## src/rtl/uart_pkg.sv

```systemverilog
// Shared types and defaults for the UART transmit scheduler.
package uart_pkg;

  localparam int unsigned DEF_NREQ  = 4;
  localparam int unsigned DEF_TMO_W = 16;
  localparam logic [15:0] DEF_TMO_MAX = 16'hFFFF;

  typedef enum logic [2:0] {
    ST_IDLE      = 3'd0,
    ST_LAUNCH    = 3'd1,
    ST_WAIT_ACK  = 3'd2,
    ST_WAIT_DONE = 3'd3,
    ST_GAP       = 3'd4
  } state_t;

endpackage

```

## src/rtl/rr_arbiter.sv

```systemverilog
// Combinational round-robin pick: first valid requester at or after ptr, wrapping.
module rr_arbiter
  import uart_pkg::*;
#(
  parameter int unsigned NREQ = DEF_NREQ,
  parameter int unsigned IDW  = $clog2(NREQ)
) (
  input  logic [IDW-1:0]  ptr,
  input  logic [NREQ-1:0] valid,
  output logic [IDW-1:0]  winner,
  output logic [NREQ-1:0] grant_oh,
  output logic            any
);

  always_comb begin
    int unsigned idx;
    logic [IDW-1:0] sel;
    idx      = 0;
    sel      = '0;
    winner   = '0;
    grant_oh = '0;
    any      = 1'b0;
    for (int unsigned k = 0; k < NREQ; k++) begin
      idx = 32'(ptr) + k;
      if (idx >= NREQ) idx = idx - NREQ;
      sel = IDW'(idx);
      if (!any && valid[sel]) begin
        any           = 1'b1;
        winner        = sel;
        grant_oh[sel] = 1'b1;
      end
    end
  end

endmodule

```

## src/rtl/uart_tx_sched.sv

```systemverilog
// Round-robin scheduler sharing one UART transmitter among NREQ byte requesters,
// with BUSY synchronization and a start-acknowledge timeout.
module uart_tx_sched
  import uart_pkg::*;
#(
  parameter int unsigned      NREQ    = DEF_NREQ,
  parameter int unsigned      IDW     = $clog2(NREQ),
  parameter int unsigned      TMO_W   = DEF_TMO_W,
  parameter logic [TMO_W-1:0] TMO_MAX = TMO_W'(DEF_TMO_MAX)
) (
  input  logic              CLK,
  input  logic              RESETN,
  input  logic              EN,
  input  logic [NREQ-1:0]   REQ_VALID,
  input  logic [8*NREQ-1:0] REQ_DATA,
  output logic [NREQ-1:0]   REQ_READY,
  output logic              TX_START,
  output logic [7:0]        TX_DIN,
  input  logic              TX_BUSY,
  output logic [IDW-1:0]    GRANT_ID,
  output logic              ACTIVE,
  output logic              TMO_ERR
);

  state_t             state, state_nxt;
  logic               sync1, busy_s;
  logic [IDW-1:0]     ptr, ptr_nxt;
  logic [TMO_W-1:0]   cnt, cnt_nxt;
  logic [NREQ-1:0]    ready_nxt;
  logic               start_nxt, err_nxt;
  logic [7:0]         din_nxt, win_data;
  logic [IDW-1:0]     gid_nxt, win;
  logic [NREQ-1:0]    win_oh;
  logic               win_any;

  rr_arbiter #(.NREQ(NREQ), .IDW(IDW)) u_arb (
    .ptr      (ptr),
    .valid    (REQ_VALID),
    .winner   (win),
    .grant_oh (win_oh),
    .any      (win_any)
  );

  // TX_BUSY comes from the transmitter's tick domain
  always_ff @(posedge CLK) begin
    if (!RESETN) begin
      sync1  <= 1'b0;
      busy_s <= 1'b0;
    end else begin
      sync1  <= TX_BUSY;
      busy_s <= sync1;
    end
  end

  // AND-OR mux of the winning requester's byte
  always_comb begin
    win_data = '0;
    for (int unsigned i = 0; i < NREQ; i++) begin
      win_data = win_data | (REQ_DATA[i*8 +: 8] & {8{win_oh[i]}});
    end
  end

  always_ff @(posedge CLK) begin
    if (!RESETN) begin
      state     <= ST_IDLE;
      ptr       <= '0;
      cnt       <= '0;
      REQ_READY <= '0;
      TX_START  <= 1'b0;
      TX_DIN    <= 8'h00;
      GRANT_ID  <= '0;
      ACTIVE    <= 1'b0;
      TMO_ERR   <= 1'b0;
    end else begin
      state     <= state_nxt;
      ptr       <= ptr_nxt;
      cnt       <= cnt_nxt;
      REQ_READY <= ready_nxt;
      TX_START  <= start_nxt;
      TX_DIN    <= din_nxt;
      GRANT_ID  <= gid_nxt;
      ACTIVE    <= (state_nxt != ST_IDLE);
      TMO_ERR   <= err_nxt;
    end
  end

  always_comb begin
    state_nxt = state;
    ptr_nxt   = ptr;
    cnt_nxt   = cnt;
    ready_nxt = '0;
    start_nxt = TX_START;
    din_nxt   = TX_DIN;
    gid_nxt   = GRANT_ID;
    err_nxt   = TMO_ERR;
    case (state)
      ST_IDLE: begin
        start_nxt = 1'b0;
        if (EN && win_any && !busy_s) begin
          ready_nxt = win_oh;
          din_nxt   = win_data;
          gid_nxt   = win;
          ptr_nxt   = (win == IDW'(NREQ - 1)) ? '0 : win + IDW'(1);
          state_nxt = ST_LAUNCH;
        end
      end
      ST_LAUNCH: begin
        start_nxt = 1'b1;
        cnt_nxt   = '0;
        state_nxt = ST_WAIT_ACK;
      end
      ST_WAIT_ACK: begin
        cnt_nxt = cnt + TMO_W'(1);
        if (busy_s) begin
          start_nxt = 1'b0;
          state_nxt = ST_WAIT_DONE;
        end else if (cnt == TMO_MAX) begin
          // transmitter never acknowledged: drop the byte
          start_nxt = 1'b0;
          err_nxt   = 1'b1;
          state_nxt = ST_IDLE;
        end
      end
      ST_WAIT_DONE: begin
        if (!busy_s) state_nxt = ST_GAP;
      end
      ST_GAP: begin
        state_nxt = ST_IDLE;
      end
      default: begin
        start_nxt = 1'b0;
        state_nxt = ST_IDLE;
      end
    endcase
  end

endmodule

```

## config.mk

```make
export PLATFORM = sky130hd
export DESIGN_NAME = uart_tx_sched
export DESIGN_NICKNAME = d
export VERILOG_FILES = /design/src/rtl/uart_pkg.sv /design/src/rtl/rr_arbiter.sv /design/src/rtl/uart_tx_sched.sv
export SDC_FILE = /design/constraint.sdc
export NUM_CORES = 1
export LEC_CHECK = 0
export BUFFER_PORTS_ARGS = -buffer_cell sky130_fd_sc_hd__buf_4
export CORE_ASPECT_RATIO = 0.5
export CORE_MARGIN = 2
export CORE_UTILIZATION = 34
export DETAILED_ROUTE_END_ITERATION = 10
export HOLD_SLACK_MARGIN = 0.05
export PLACE_DENSITY = 0.62
export SYNTH_ARGS = -nofsm -noshare
export SYNTH_HDL_FRONTEND = slang
export SYNTH_SLANG_ARGS = --single-unit
export TNS_END_PERCENT = 5
```

## constraint.sdc

```tcl
create_clock -name CLK -period 3.5 [get_ports CLK]
set_input_delay 0.7 -clock CLK [delete_from_list [all_inputs] [get_ports CLK]]
set_output_delay 0.7 -clock CLK [all_outputs]
set_load 0.01 [all_outputs]
```

### Word level (Yosys, flattened, before mapping)

Index checks and enable logic that the tools add are counted.

| storage, ports and cells | value |
|---|---|
| register bits | 40 |
| input bits | 40 |
| output and inout bits | 17 |
| logic and storage cells | 114 |

| cells by class | value |
|---|---|
| $add $sub $neg | 9 |
| magnitude comparators | 12 |
| equal/unequal tests | 7 |
| muxes and demuxes | 42 |
| bitwise logic cells | 12 |
| reductions and logical operators | 21 |

Operators by type and width:

| operator | count |
|---|---|
| 8-bit AND | 4 |
| 16-bit one-hot mux with 2 select lines | 1 |
| 8-bit bitwise OR | 3 |
| 2-bit two-way mux | 9 |
| 16-bit by 1-bit adder with 16-bit output, second input constant | 1 |
| 16-bit equality test, second input constant | 1 |
| 4-bit two-way mux | 4 |
| 1-bit two-way mux | 14 |
| 2-bit by 3-bit less-than comparator with 1-bit output, second input constant | 4 |
| 3-bit two-way mux | 4 |
| 4-bit bitwise OR | 3 |
| 3-bit one-hot mux with 4 select lines | 1 |
| 3-bit >= comparator, second input constant | 3 |
| 1-bit logical AND | 9 |
| 1-bit binary-select mux with 2-bit select | 4 |
| 1-bit demux with 2-bit select | 4 |
| 2-bit by 1-bit >= comparator with 1-bit output, second input constant | 4 |
| 2-bit by 1-bit subtractor with 2-bit output, second input constant | 4 |
| 2-bit by 2-bit adder with 3-bit output, second input constant | 2 |
| 3-bit by 2-bit equality test with 1-bit output, second input constant | 2 |
| 3-bit AND reduction | 2 |
| 1-bit logical NOT | 4 |
| 2-bit AND reduction | 2 |
| 2-bit by 1-bit adder with 3-bit output, second input constant | 1 |
| 12 further kinds | 13 |

### Logic depth before layout (Yosys ltp)

Gate-level depths: netlist of run 1.

| depth | value |
|---|---|
| depth after elaboration | 19 |
| depth in mapped cells | 13 |
| gate-level depth less buffers | 10 |

### By module

A second synthesis of run 1 with hierarchy kept.

| unflattened totals | value |
|---|---|
| cell total of the unflattened synthesis | 253 |
| area, all modules | 2277.2 um^2 |

By module, submodules not included:

| module | instances | cells an instance | area an instance (um^2) | seq. area each (um^2) |
|---|---|---|---|---|
| uart_tx_sched | 1 | 208 | 1858.0 | 800.8 |
| rr_arbiter | 1 | 45 | 419.2 | 0.0 |

### Least setup slack after synthesis of run 1

No wires, ideal clock.

| path | value |
|---|---|
| kind | reg2reg |
| start | register ptr[0] |
| end | register ptr[0] |
| arrival time | 2.749 ns |
| data required time | 3.372 ns |
| setup slack | 0.623 ns |
| stages on the path, launching flop included | 14 |
| path buffers | 3 |
| clock period less this slack | 2.877 ns |
| path through | dfxtp_1 buf_2 inv_1 ha_1 buf_2 or3b_1 a2111o_1 buf_6 nand2_1 o21a_1 ha_1 nor2_1 a22oi_1 nor2_1 |

| on the way | value |
|---|---|
| elaborated cells between the ends (all ways) | 43 |
| classes of those cells | add/sub: 8; order compare: 4; eq/ne: 1; mux: 21; reduce/logical: 9 |

RTL lines:

| what | RTL line | source |
|---|---|---|
| from (decl) | uart_tx_sched.sv:27 | `logic [IDW-1:0] ptr, ptr_nxt;` |
| from (signal assigned) | uart_tx_sched.sv:76 | `ptr <= ptr_nxt;` |
| branches (longest 13 deep; another with 2-bit by 1-bit adder with 3-bit output) | - |  |
| 2-bit two-way mux * | rr_arbiter.sv:27 | `if (!any && valid[sel]) begin` |
| via u_arb.winner[1] | rr_arbiter.sv:10 | `output logic [IDW-1:0] winner,` |
| 2-bit equality test * | uart_tx_sched.sv:103 | `ptr_nxt = (win == IDW'(NREQ - 1)) ? '0 : win + IDW'(1);` |
| 2-bit two-way mux * | uart_tx_sched.sv:103 |  |

Mark *: on every way through the listed nets, which the timed path passes. The select of a mux whose other input is x is not followed.
A chain may end at the register's enable or synchronous reset.

### Worst setup path after layout of run 1

| path | value |
|---|---|
| start | register ptr[1] |
| end | register ptr[0] |

Same word-level chain as after synthesis.

==> results of run 1 <==
[per-stage QoR]
| step | power (mW) | hold WS (ns) | utilization, % | std cells | area, um^2 |
|---|---|---|---|---|---|
| floorplan | 0.891 | 0.412 | - | 327 | 2670 |
| global placement | 1.06 | 0.419 | 42.0 | 472 | 3130 |
| detailed placement | 1.07 | 0.424 | 42.0 | 472 | 3130 |
| CTS | 1.50 | 0.439 | 43.8 | 479 | 3270 |
| global route | 1.57 | 0.446 | 43.8 | 479 | 3270 |
| finish | 1.49 | 0.439 | 43.8 | 479 | 3270 |
[worst paths after layout]
kind / startpoint / to / slack (ns) / cells past startpoint
setup / recovery: ptr[1]$_SDFFE_PN0P_ / ptr[0]$_SDFFE_PN0P_ / 0.50 / 10
hold / removal: sync1$_SDFF_PN0_ / busy_s$_SDFF_PN0_ / 0.44 / 1
setup reg to reg: ptr[1]$_SDFFE_PN0P_ / ptr[0]$_SDFFE_PN0P_ / 0.50 / 10
hold reg to reg: sync1$_SDFF_PN0_ / busy_s$_SDFF_PN0_ / 0.44 / 1
[synthesized netlist by cell type, drive strengths merged (7+ instances only)]
| cell | instances |
|---|---|
| a211oi | 11 |
| a21oi | 36 |
| buf | 14 |
| clkbuf | 8 |
| dfxtp | 40 |
| ha | 9 |
| inv | 10 |
| nand2 | 30 |
| nand2b | 10 |
| nand3 | 8 |
| nand3b | 7 |
| nand4 | 9 |
| nor2 | 24 |
| o2111ai | 21 |
| o21ai | 10 |
| o311ai | 8 |
[routing by layer]
metal / routed length (um) / up-vias / GRT usage, %
met5: 0 / - / 0
met3: 156 / 10 / 2.73
li1: - / 1339 / -
met1: 3480 / 1267 / 23.7
met2: 3520 / 25 / 27.8
met4: 94 / 0 / 5.16
[registers in the layout, indices dropped and copies added (netlist names)]
register   cells
GRANT_ID       2
ptr            2
TX_DIN         8
ACTIVE         1
busy_s         1
sync1          1
REQ_READY      4
TX_START       1
TMO_ERR        1
state          3
cnt           16
[power groups by stage]
stage	sequential, mW	combinational (mW)	clock [mW]
after detailed placement	0.540	0.528	0
after global routing	0.537	0.585	0.452
after global placement	0.539	0.518	0
final	0.531	0.529	0.428
after floorplan	0.554	0.337	0
after CTS	0.531	0.530	0.436
[final cells by class]
class | count | area, um^2
fill | 757 | 4190
multi-input combinational | 254 | 1710
sequential | 40 | 801
timing repair buffer | 59 | 443
tap | 108 | 135
clock buffer | 6 | 129
inverter | 11 | 41.3
clock inverter | 1 | 5.00
[logic make-up after synthesis]
group                      after synthesis
and+or+nand+nor                        128
muxes                                    9
buffers and inverters                   33
AOI/OAI and AO/OA                      108
DFF                                     40
adders and majority gates                9
==> flow_summary.rst, run 1 <==
.. list-table::
   :header-rows: 1

   * - Metric
     - Value
   * - Status
     - finished, final reports clean
   * - Hold Fails Final Rpt
     - 0
   * - Wire length of the first global-routing pass
     - 11900 um
   * - Slew HR
     - 38.5%
   * - Number of synthesis warnings
     - 0
   * - Effective utilization at floorplan
     - 35.8%
   * - Maximum clock frequency
     - 334 MHz
   * - Async set or reset register ratio after synthesis
     - 0%
   * - Area Overhead vs Synth
     - 22.5%
   * - Number of global-route vias before repair
     - 2431
   * - Share of total power consumed by net switching
     - 33.6%
   * - Placeable core area
     - 7460 um^2
   * - Die X
     - 129 um
   * - Most common cell after layout, fill and taps aside
     - buf_4
   * - Number of buffer and inverter stages on the critical path
     - 1
   * - Setup WS post-layout
     - 0.502 ns
   * - Family with the most delay on the worst path
     - compound AO/OA/AOI/OAI gates
   * - Post-CTS setup buffer count
     - 0
   * - Total power per unit cell area
     - 455 nW/um^2
   * - Path class of the lowest-slack min-delay path
     - reg2reg
   * - Final #Nets
     - 420
   * - Library cell contributing the largest single delay on the critical path
     - a2111o_1
   * - Complex-gate fraction of the synthesized area
     - 29.6%
   * - Maximum VDD drop
     - 0.252 mV
   * - Die Footprint
     - 8620 um^2
   * - Number of antenna violations at the first check in global routing
     - 0
   * - Critical Path Start Type
     - flip-flop
   * - Data arrival time of the critical path
     - 3.15 ns
   * - Number of search-and-repair iterations in the first detailed-routing pass
     - 4
   * - Synthesized area
     - 2670 um^2
   * - Via total after detailed routing
     - 2641
   * - Buffer levels on the longest clock path
     - 2
   * - Cell at the root of the clock tree
     - clkbuf_16
   * - Pin count of the biggest net entering global routing
     - 39
   * - Setup WS pre-CTS
     - 0.535 ns
   * - Height of the die
     - 66.7 um
   * - Fin Clk Skew
     - 0.00237 ns
   * - Remaining number of nets flagged by the antenna check after routing
     - 0
   * - Psw
     - 0.500 mW
   * - Mean cell area of the mapped netlist
     - 8.16 um^2
   * - Sink Count
     - 40
   * - Clock tree from TritonCTS
     - done
   * - Number of distinct library cells after synthesis
     - 49
   * - Share of cells above drive strength 1
     - 20.5%
   * - H-tree levels
     - 2
   * - Inserted Clock Buffers
     - 5
   * - Gates resized, CTS repair
     - 0
   * - Final setup fails
     - 0
   * - Starting DRC count in detailed routing
     - 135
   * - Average routed wire per standard cell
     - 15.1 um
   * - Multiplexer share of the synthesized area
     - 4.92%
   * - Combinational Power Share
     - 35.6%
   * - Synth Instances
     - 327
   * - # diodes
     - 0
   * - Number of core rows
     - 22
   * - Critical path cell sequence
     - inv_1, ha_1, or3b_1, a2111o_1, nand2_1, o21a_1, ha_1, nor2_1, a22oi_1, nor2_1
   * - Placer Congestion
     - 0.850
   * - Max capacitance violation total
     - 0
   * - CTS Hold Buffers Added
     - 0
   * - RSZ-0062 raised after global routing
     - false
   * - Setup TNS
     - 0 ns
   * - Adder-cell share of the synthesized area
     - 4.22%
   * - Synth area leader
     - dfxtp_1
   * - Placed wire-length estimate after detailed placement
     - 5250 um
   * - Portion of the clock cycle consumed by the worst path in the final layout
     - 85.7%
   * - Routed Wire Length
     - 7250 um
   * - Internal power
     - 0.989 mW
   * - Data required time of the critical path
     - 3.65 ns
   * - Count of flip-flops with a built-in enable after synthesis
     - 0
   * - Biggest fanout along the worst timing path
     - 11
   * - Main combinational cell family by area after synthesis
     - compound AO/OA/AOI/OAI gates
   * - Parity-gate share of the synthesized area counting xor and xnor cells
     - 0%
   * - Share of power burned in registers
     - 35.7%
   * - Clk pwr share
     - 28.8%
   * - Largest cells by area after synthesis
     - dfxtp_1 30%, o2111ai_1 6.9%, a21oi_1 6.0%, ha_1 4.2%, nand2_1 4.2%
   * - Worst-margin pin slew
     - 0.920 ns
   * - Fraction of synthesized cell area taken by the top area cell type
     - 30.0%
   * - Leakage dissipation
     - 1.23 nW
   * - Number of synthesized register bits
     - 40
   * - Ports
     - 57
   * - Period minus WS final
     - 3.00 ns
   * - Buffers on Ports
     - 56
   * - Sequential cell area fraction in the yosys report
     - 30.0%
   * - Remaining design rule violation count
     - 0
   * - Global-route usage over all layers
     - 17.2%
   * - Dominant synthesized flop cell
     - dfxtp_1
   * - Clock slew at the register clock pins of the worst setup and hold paths
     - 0.05 ns
   * - Gr ovfl total
     - 0
   * - CP Capture Type
     - flip-flop
   * - Slowest cell delay on critical path
     - 0.64 ns
   * - Slew Viols, Final
     - 0
   * - Setup CP Type
     - reg2reg
   * - Clock network latency to the later pin of the worst-skew pair
     - 0.28 ns
   * - Synthesized-area fraction occupied by and/or/nand/nor cells
     - 25.5%
   * - Highest-count cells in the layout ignoring fill and taps
     - 59 x buf_4, 40 x dfxtp_1, 32 x a21oi_1
   * - Post-Synthesis Net Count
     - 376
   * - Vias per Instance
     - 5.51
No activity file was read; power rests on OpenSTA's default activity.
==> run 2, diff against run 1 <==
--- a/config.mk
+++ b/config.mk
@@ -5,13 +5,13 @@
 export SDC_FILE = /design/constraint.sdc
 export NUM_CORES = 1
 export LEC_CHECK = 0
-export BUFFER_PORTS_ARGS = -buffer_cell sky130_fd_sc_hd__buf_4
 export CORE_ASPECT_RATIO = 0.5
 export CORE_MARGIN = 2
 export CORE_UTILIZATION = 34
 export DETAILED_ROUTE_END_ITERATION = 10
+export DONT_BUFFER_PORTS = 1
 export HOLD_SLACK_MARGIN = 0.05
-export PLACE_DENSITY = 0.62
+export PLACE_DENSITY = 0.56
 export SYNTH_ARGS = -nofsm -noshare
 export SYNTH_HDL_FRONTEND = slang
 export SYNTH_SLANG_ARGS = --single-unit
==> run 2 against run 1 <==
Compared with the run above:
- sequential cell count did not move
- fmax grew 0.85%
- largest cell class unchanged
- highest routed layer unchanged
- worst hold slack worse by 0.0014 ns
- critical path type unchanged
- sequential power up 4.5%
==> flow_summary.rst, run 2 (same netlist as run 1, synthesis figures left out) <==
.. list-table::
   :header-rows: 1

   * - Metric
     - Value
   * - Final setup fails
     - 0
   * - Remaining number of nets flagged by the antenna check after routing
     - 0
   * - Setup CP Type
     - reg2reg
   * - Global-route usage over all layers
     - 17.4%
   * - Internal reg-to-reg setup slack
     - 0.53 ns
   * - Cell count along the critical path
     - 10
   * - Sink Count
     - 40
   * - Pin count of the biggest net entering global routing
     - 39
   * - Critical path cell sequence
     - inv_1, ha_1, or3b_1, a2111o_1, nand2_1, o21a_1, ha_1, nor2_1, a22oi_1, nor2_1
   * - Leakage dissipation
     - 0.949 nW
   * - Cell at the root of the clock tree
     - clkbuf_16
   * - Utilization after layout
     - 38.2%
   * - Largest register FFs
     - 16
   * - Library cell contributing the largest single delay on the critical path
     - a2111o_1
   * - Highest-count cells in the layout ignoring fill and taps
     - 40 x dfxtp_1, 32 x a21oi_1, 30 x nand2_1
   * - Average routed wire per standard cell
     - 16.8 um
   * - Slew HR
     - 41.3%
   * - Via total after detailed routing
     - 2441
   * - Hold Fails Final Rpt
     - 0
   * - Share of cells above drive strength 1
     - 6.67%
   * - Buffers on Ports
     - 0
   * - Most flops, register
     - cnt
   * - Ports
     - 57
   * - # diodes
     - 0
   * - Worst-margin pin slew
     - 0.878 ns
   * - Clock network latency to the later pin of the worst-skew pair
     - 0.28 ns
   * - Final #Nets
     - 364
   * - CTS Hold Buffers Added
     - 0
   * - Portion of the clock cycle consumed by the worst path in the final layout
     - 84.9%
   * - Path class of the lowest-slack min-delay path
     - reg2reg
   * - H-tree levels
     - 2
   * - Top flop regs
     - cnt x16, TX_DIN x8, REQ_READY x4
   * - Startpoint of the most critical hold path
     - sync1$_SDFF_PN0_
   * - Placer Congestion
     - 0.859
   * - Buffer levels on the longest clock path
     - 2
   * - Clock slew at the register clock pins of the worst setup and hold paths
     - 0.06 ns
   * - Number of global-route vias before repair
     - 2330
   * - Effective utilization at floorplan
     - 35.8%
   * - Critical Path Start Type
     - flip-flop
   * - Data required time of the critical path
     - 3.65 ns
   * - Max capacitance violation total
     - 0
   * - Routed Wire Length
     - 7100 um
   * - RSZ-0062 raised after global routing
     - false
   * - Biggest fanout along the worst timing path
     - 11
   * - Wire length of the first global-routing pass
     - 11800 um
   * - Depth of the worst register-to-register path
     - 10
   * - Cell depth of the worst min-delay path
     - 1
   * - Die X
     - 129 um
   * - Launching point of the worst reg2reg path
     - ptr[1]$_SDFFE_PN0P_
   * - CP Capture Type
     - flip-flop
   * - Family with the most delay on the worst path
     - compound AO/OA/AOI/OAI gates
   * - Number of search-and-repair iterations in the first detailed-routing pass
     - 4
   * - Gr ovfl total
     - 0
   * - Period minus WS final
     - 2.97 ns
   * - Number of antenna violations at the first check in global routing
     - 0
   * - Maximum VDD drop
     - 0.158 mV
   * - Placed wire-length estimate after detailed placement
     - 5080 um
   * - Height of the die
     - 66.7 um
   * - Starting DRC count in detailed routing
     - 137
   * - Tightest hold margin
     - 0.437 ns
   * - Gates resized, CTS repair
     - 0
   * - Number of buffer and inverter stages on the critical path
     - 1
   * - Endpoint, Worst Hold
     - busy_s$_SDFF_PN0_
   * - Clock tree from TritonCTS
     - done
   * - Reg-to-Reg End
     - ptr[0]$_SDFFE_PN0P_
   * - Inserted Clock Buffers
     - 5
   * - Post-CTS setup buffer count
     - 0
   * - Vias per Instance
     - 5.77
   * - Fillers
     - 765
   * - Slew Viols, Final
     - 0
   * - Placeable core area
     - 7460 um^2
   * - Fin Clk Skew
     - 0.00390 ns
   * - Setup TNS
     - 0 ns
   * - Die Footprint
     - 8620 um^2
   * - Number of core rows
     - 22
   * - Maximum clock frequency
     - 336 MHz
   * - Slowest cell delay on critical path
     - 0.64 ns
   * - Most common cell after layout, fill and taps aside
     - dfxtp_1
   * - Status
     - finished, final reports clean
   * - Area Overhead vs Synth
     - 6.84%
   * - Data arrival time of the critical path
     - 3.13 ns
   * - Remaining design rule violation count
     - 0
   * - Total power per unit cell area
     - 490 nW/um^2
[run 2: power by group]
part           switching (mW)  leakage [nW]  internal, mW
combinational           0.249         0.557         0.158
sequential             0.0535         0.327         0.502
clock                   0.177        0.0657         0.259
total                   0.480         0.949         0.918
[run 2: routing by layer]
metal / global-route usage, % / vias to the layer above / share of wire [%]
met5: 0 / - / 0
met4: 4.08 / 0 / 0.52
met3: 5.70 / 2 / 6.3
met2: 27.4 / 53 / 47
met1: 23.0 / 1167 / 46
li1: - / 1219 / -
[run 2: worst max-delay path by stage]
stage / from / end / slack [ns]
3_5_place_dp: ptr[1]$_SDFFE_PN0P_ / ptr[0]$_SDFFE_PN0P_ / 0.53
6_report: ptr[1]$_SDFFE_PN0P_ / ptr[0]$_SDFFE_PN0P_ / 0.53
3_3_place_gp: ptr[1]$_SDFFE_PN0P_ / ptr[0]$_SDFFE_PN0P_ / 0.59
2_1_floorplan: ptr[0]$_SDFFE_PN0P_ / ptr[0]$_SDFFE_PN0P_ / 0.62
5_1_grt: ptr[1]$_SDFFE_PN0P_ / TX_DIN[6]$_SDFFE_PN0P_ / 0.33
4_1_cts: ptr[1]$_SDFFE_PN0P_ / ptr[0]$_SDFFE_PN0P_ / 0.52
[run 2: cell type report]
class / count / area (um^2) / share of cell area (%)
multi-input cells: 254 / 1710 / 60.1
flip-flops and latches: 40 / 801 / 28.1
well taps: 108 / 135 / 4.74
clock buffers: 5 / 125 / 4.39
inverters: 11 / 41.3 / 1.45
repair buffers: 3 / 22.5 / 0.790
clock inverters: 2 / 12.5 / 0.439
[run 2: worst reg2reg max path: cells and delay by family, from the launching register on]
family,cells,cell delay [ns]
flops,1,0.52
fa+ha+maj,2,0.57
simple gates,4,0.70
buf+inv,1,0.14
compound gates,3,0.92
[run 2: stage by stage]
| step | worst slack, ns | instance area (um^2) | total power [mW] | cells |
|---|---|---|---|---|
| 4_1_cts | 0.522 | 2850 | 1.41 | 423 |
| 3_5_place_dp | 0.533 | 2710 | 0.969 | 416 |
| 6_report | 0.527 | 2850 | 1.40 | 423 |
| 2_1_floorplan | 0.623 | 2670 | 0.891 | 327 |
| 3_3_place_gp | 0.595 | 2710 | 0.961 | 416 |
| 5_1_grt | 0.330 | 2850 | 1.49 | 423 |
==> run 3, diff against run 2 <==
==> constraint.sdc (replaced) <==
create_clock -name CLK -period 2.9 [get_ports CLK]
set_input_delay 0.58 -clock CLK [delete_from_list [all_inputs] [get_ports CLK]]
set_output_delay 0.58 -clock CLK [all_outputs]
set_load 0.01 [all_outputs]
==> run 3 against run 2 <==
Compared with the run above:
- utilization rose by 0.84 points
- design area rose by 2.2%
- sequential share of layout area fell by 0.60 points
- register-to-register slack got worse by 0.12 ns
- count of clock-buffer cells in the layout rose by 1
- via count rose by 0.49%
- die area did not move
- critical path type unchanged
- largest cell class unchanged
==> flow_summary.rst, run 3 (same netlist as run 1, synthesis figures left out) <==
.. list-table::
   :header-rows: 1

   * - Metric
     - Value
   * - Status
     - finished, final reports clean
   * - Fin Clk Skew
     - 0.00634 ns
   * - Number of search-and-repair iterations in the first detailed-routing pass
     - 4
   * - Routed Wire Length
     - 7160 um
   * - Max capacitance violation total
     - 0
   * - CP Capture Type
     - flip-flop
   * - Largest register FFs
     - 16
   * - Via total after detailed routing
     - 2453
   * - Fillers
     - 764
   * - Most common cell after layout, fill and taps aside
     - dfxtp_1
   * - Portion of the clock cycle consumed by the worst path in the final layout
     - 86.0%
   * - Remaining number of nets flagged by the antenna check after routing
     - 0
   * - Effective utilization at floorplan
     - 35.8%
   * - Leakage dissipation
     - 0.985 nW
   * - Total power per unit cell area
     - 627 nW/um^2
   * - Ports
     - 57
   * - Global-route usage over all layers
     - 16.9%
   * - Starting DRC count in detailed routing
     - 187
   * - Slew Viols, Final
     - 0
   * - Buffers on Ports
     - 0
   * - CTS Hold Buffers Added
     - 0
   * - Data arrival time of the critical path
     - 2.70 ns
   * - Slew HR
     - 37.4%
   * - Most flops, register
     - cnt
   * - Buffer levels on the longest clock path
     - 2
   * - Tightest hold margin
     - 0.421 ns
   * - Clock network latency to the later pin of the worst-skew pair
     - 0.28 ns
   * - Number of global-route vias before repair
     - 2262
   * - Final #Nets
     - 367
   * - # diodes
     - 0
   * - Gr ovfl total
     - 0
   * - Post-CTS setup buffer count
     - 0
   * - Hold Fails Final Rpt
     - 0
   * - Critical path cell sequence
     - inv_1, ha_1, buf_4, mux4_2, nor3b_1, a211oi_1, inv_1, ha_1, nor2_1, a22oi_1, nor2_1
   * - Placed wire-length estimate after detailed placement
     - 5200 um
   * - Wire length of the first global-routing pass
     - 11500 um
   * - Number of core rows
     - 22
   * - Average routed wire per standard cell
     - 16.8 um
   * - Number of antenna violations at the first check in global routing
     - 0
   * - Placeable core area
     - 7460 um^2
   * - Library cell contributing the largest single delay on the critical path
     - mux4_2
   * - Gates resized, CTS repair
     - 0
   * - Sink Count
     - 40
   * - Setup TNS
     - 0 ns
   * - Slowest cell delay on critical path
     - 0.38 ns
   * - Data required time of the critical path
     - 3.11 ns
   * - Area Overhead vs Synth
     - 9.19%
   * - Clock slew at the register clock pins of the worst setup and hold paths
     - 0.06 ns
   * - Die Footprint
     - 8620 um^2
   * - Highest-count cells in the layout ignoring fill and taps
     - 40 x dfxtp_1, 32 x a21oi_1, 30 x nand2_1
   * - Period minus WS final
     - 2.49 ns
   * - Clock tree from TritonCTS
     - done
   * - Critical Path Start Type
     - flip-flop
   * - Top flop regs
     - cnt x16, TX_DIN x8, REQ_READY x4
   * - Vias per Instance
     - 5.74
   * - Pin count of the biggest net entering global routing
     - 39
   * - H-tree levels
     - 2
   * - Final setup fails
     - 0
   * - Share of cells above drive strength 1
     - 7.84%
   * - Worst-margin pin slew
     - 0.937 ns
   * - Height of the die
     - 66.7 um
   * - Setup CP Type
     - reg2reg
   * - Cell at the root of the clock tree
     - clkbuf_16
   * - Maximum VDD drop
     - 0.216 mV
   * - RSZ-0062 raised after global routing
     - false
   * - Path class of the lowest-slack min-delay path
     - in2reg
   * - Remaining design rule violation count
     - 0
   * - Inserted Clock Buffers
     - 5
   * - Die X
     - 129 um
   * - Placer Congestion
     - 0.892
   * - Maximum clock frequency
     - 401 MHz
   * - Biggest fanout along the worst timing path
     - 9
run 3: worst paths after layout:
check                       from                    to  slack, ns  depth (start not counted)
max          ptr[0]$_SDFFE_PN0P_   ptr[0]$_SDFFE_PN0P_       0.41                         11
max reg2reg  ptr[0]$_SDFFE_PN0P_   ptr[0]$_SDFFE_PN0P_       0.41                         11
min reg2reg     sync1$_SDFF_PN0_     busy_s$_SDFF_PN0_       0.43                          1
min                       RESETN  TMO_ERR$_SDFFE_PN0P_       0.42                          1
run 3: layer usage:
metal,GRT usage [%],share of wire [%]
met5,0,0
met4,4.35,0.92
met3,5.30,6.6
met2,27.2,46
met1,22.2,46
run 3: worst max-delay path, delay by kind of cell (launching register included):
family,cells,cell delay (ns)
AO/OA/AOI/OAI,2,0.45
adder cells (fa/ha/maj),2,0.52
buffers and inverters,3,0.35
flip-flops,1,0.33
multiplexers,1,0.38
AND/OR/NAND/NOR,3,0.40
run 3: through the flow:
step	power, mW	area [um^2]	std cells	util, %	worst slack, ns
finish	1.83	2910	427	39.1	0.406
global route	1.94	2910	427	39.1	0.160
CTS	1.84	2910	427	39.1	0.392
detailed placement	1.18	2740	419	36.7	0.415
global placement	1.17	2740	419	36.7	0.462
floorplan	1.08	2670	327	-	0.0229
run 3: power breakdown:
part	internal [mW]	leakage, nW	switching (mW)
combinational	0.198	0.571	0.306
clock	0.431	0.0871	0.230
sequential	0.605	0.327	0.0580
run 3: area by class of cell:
type	instances	area, um^2	share of cell area (%)
clock buffers	6	139	4.77
clock inverters	2	38.8	1.33
inverters	11	41.3	1.42
multi-input cells	254	1710	58.8
flip-flops and latches	40	801	27.5
well taps	108	135	4.64
repair buffers	6	45.0	1.55
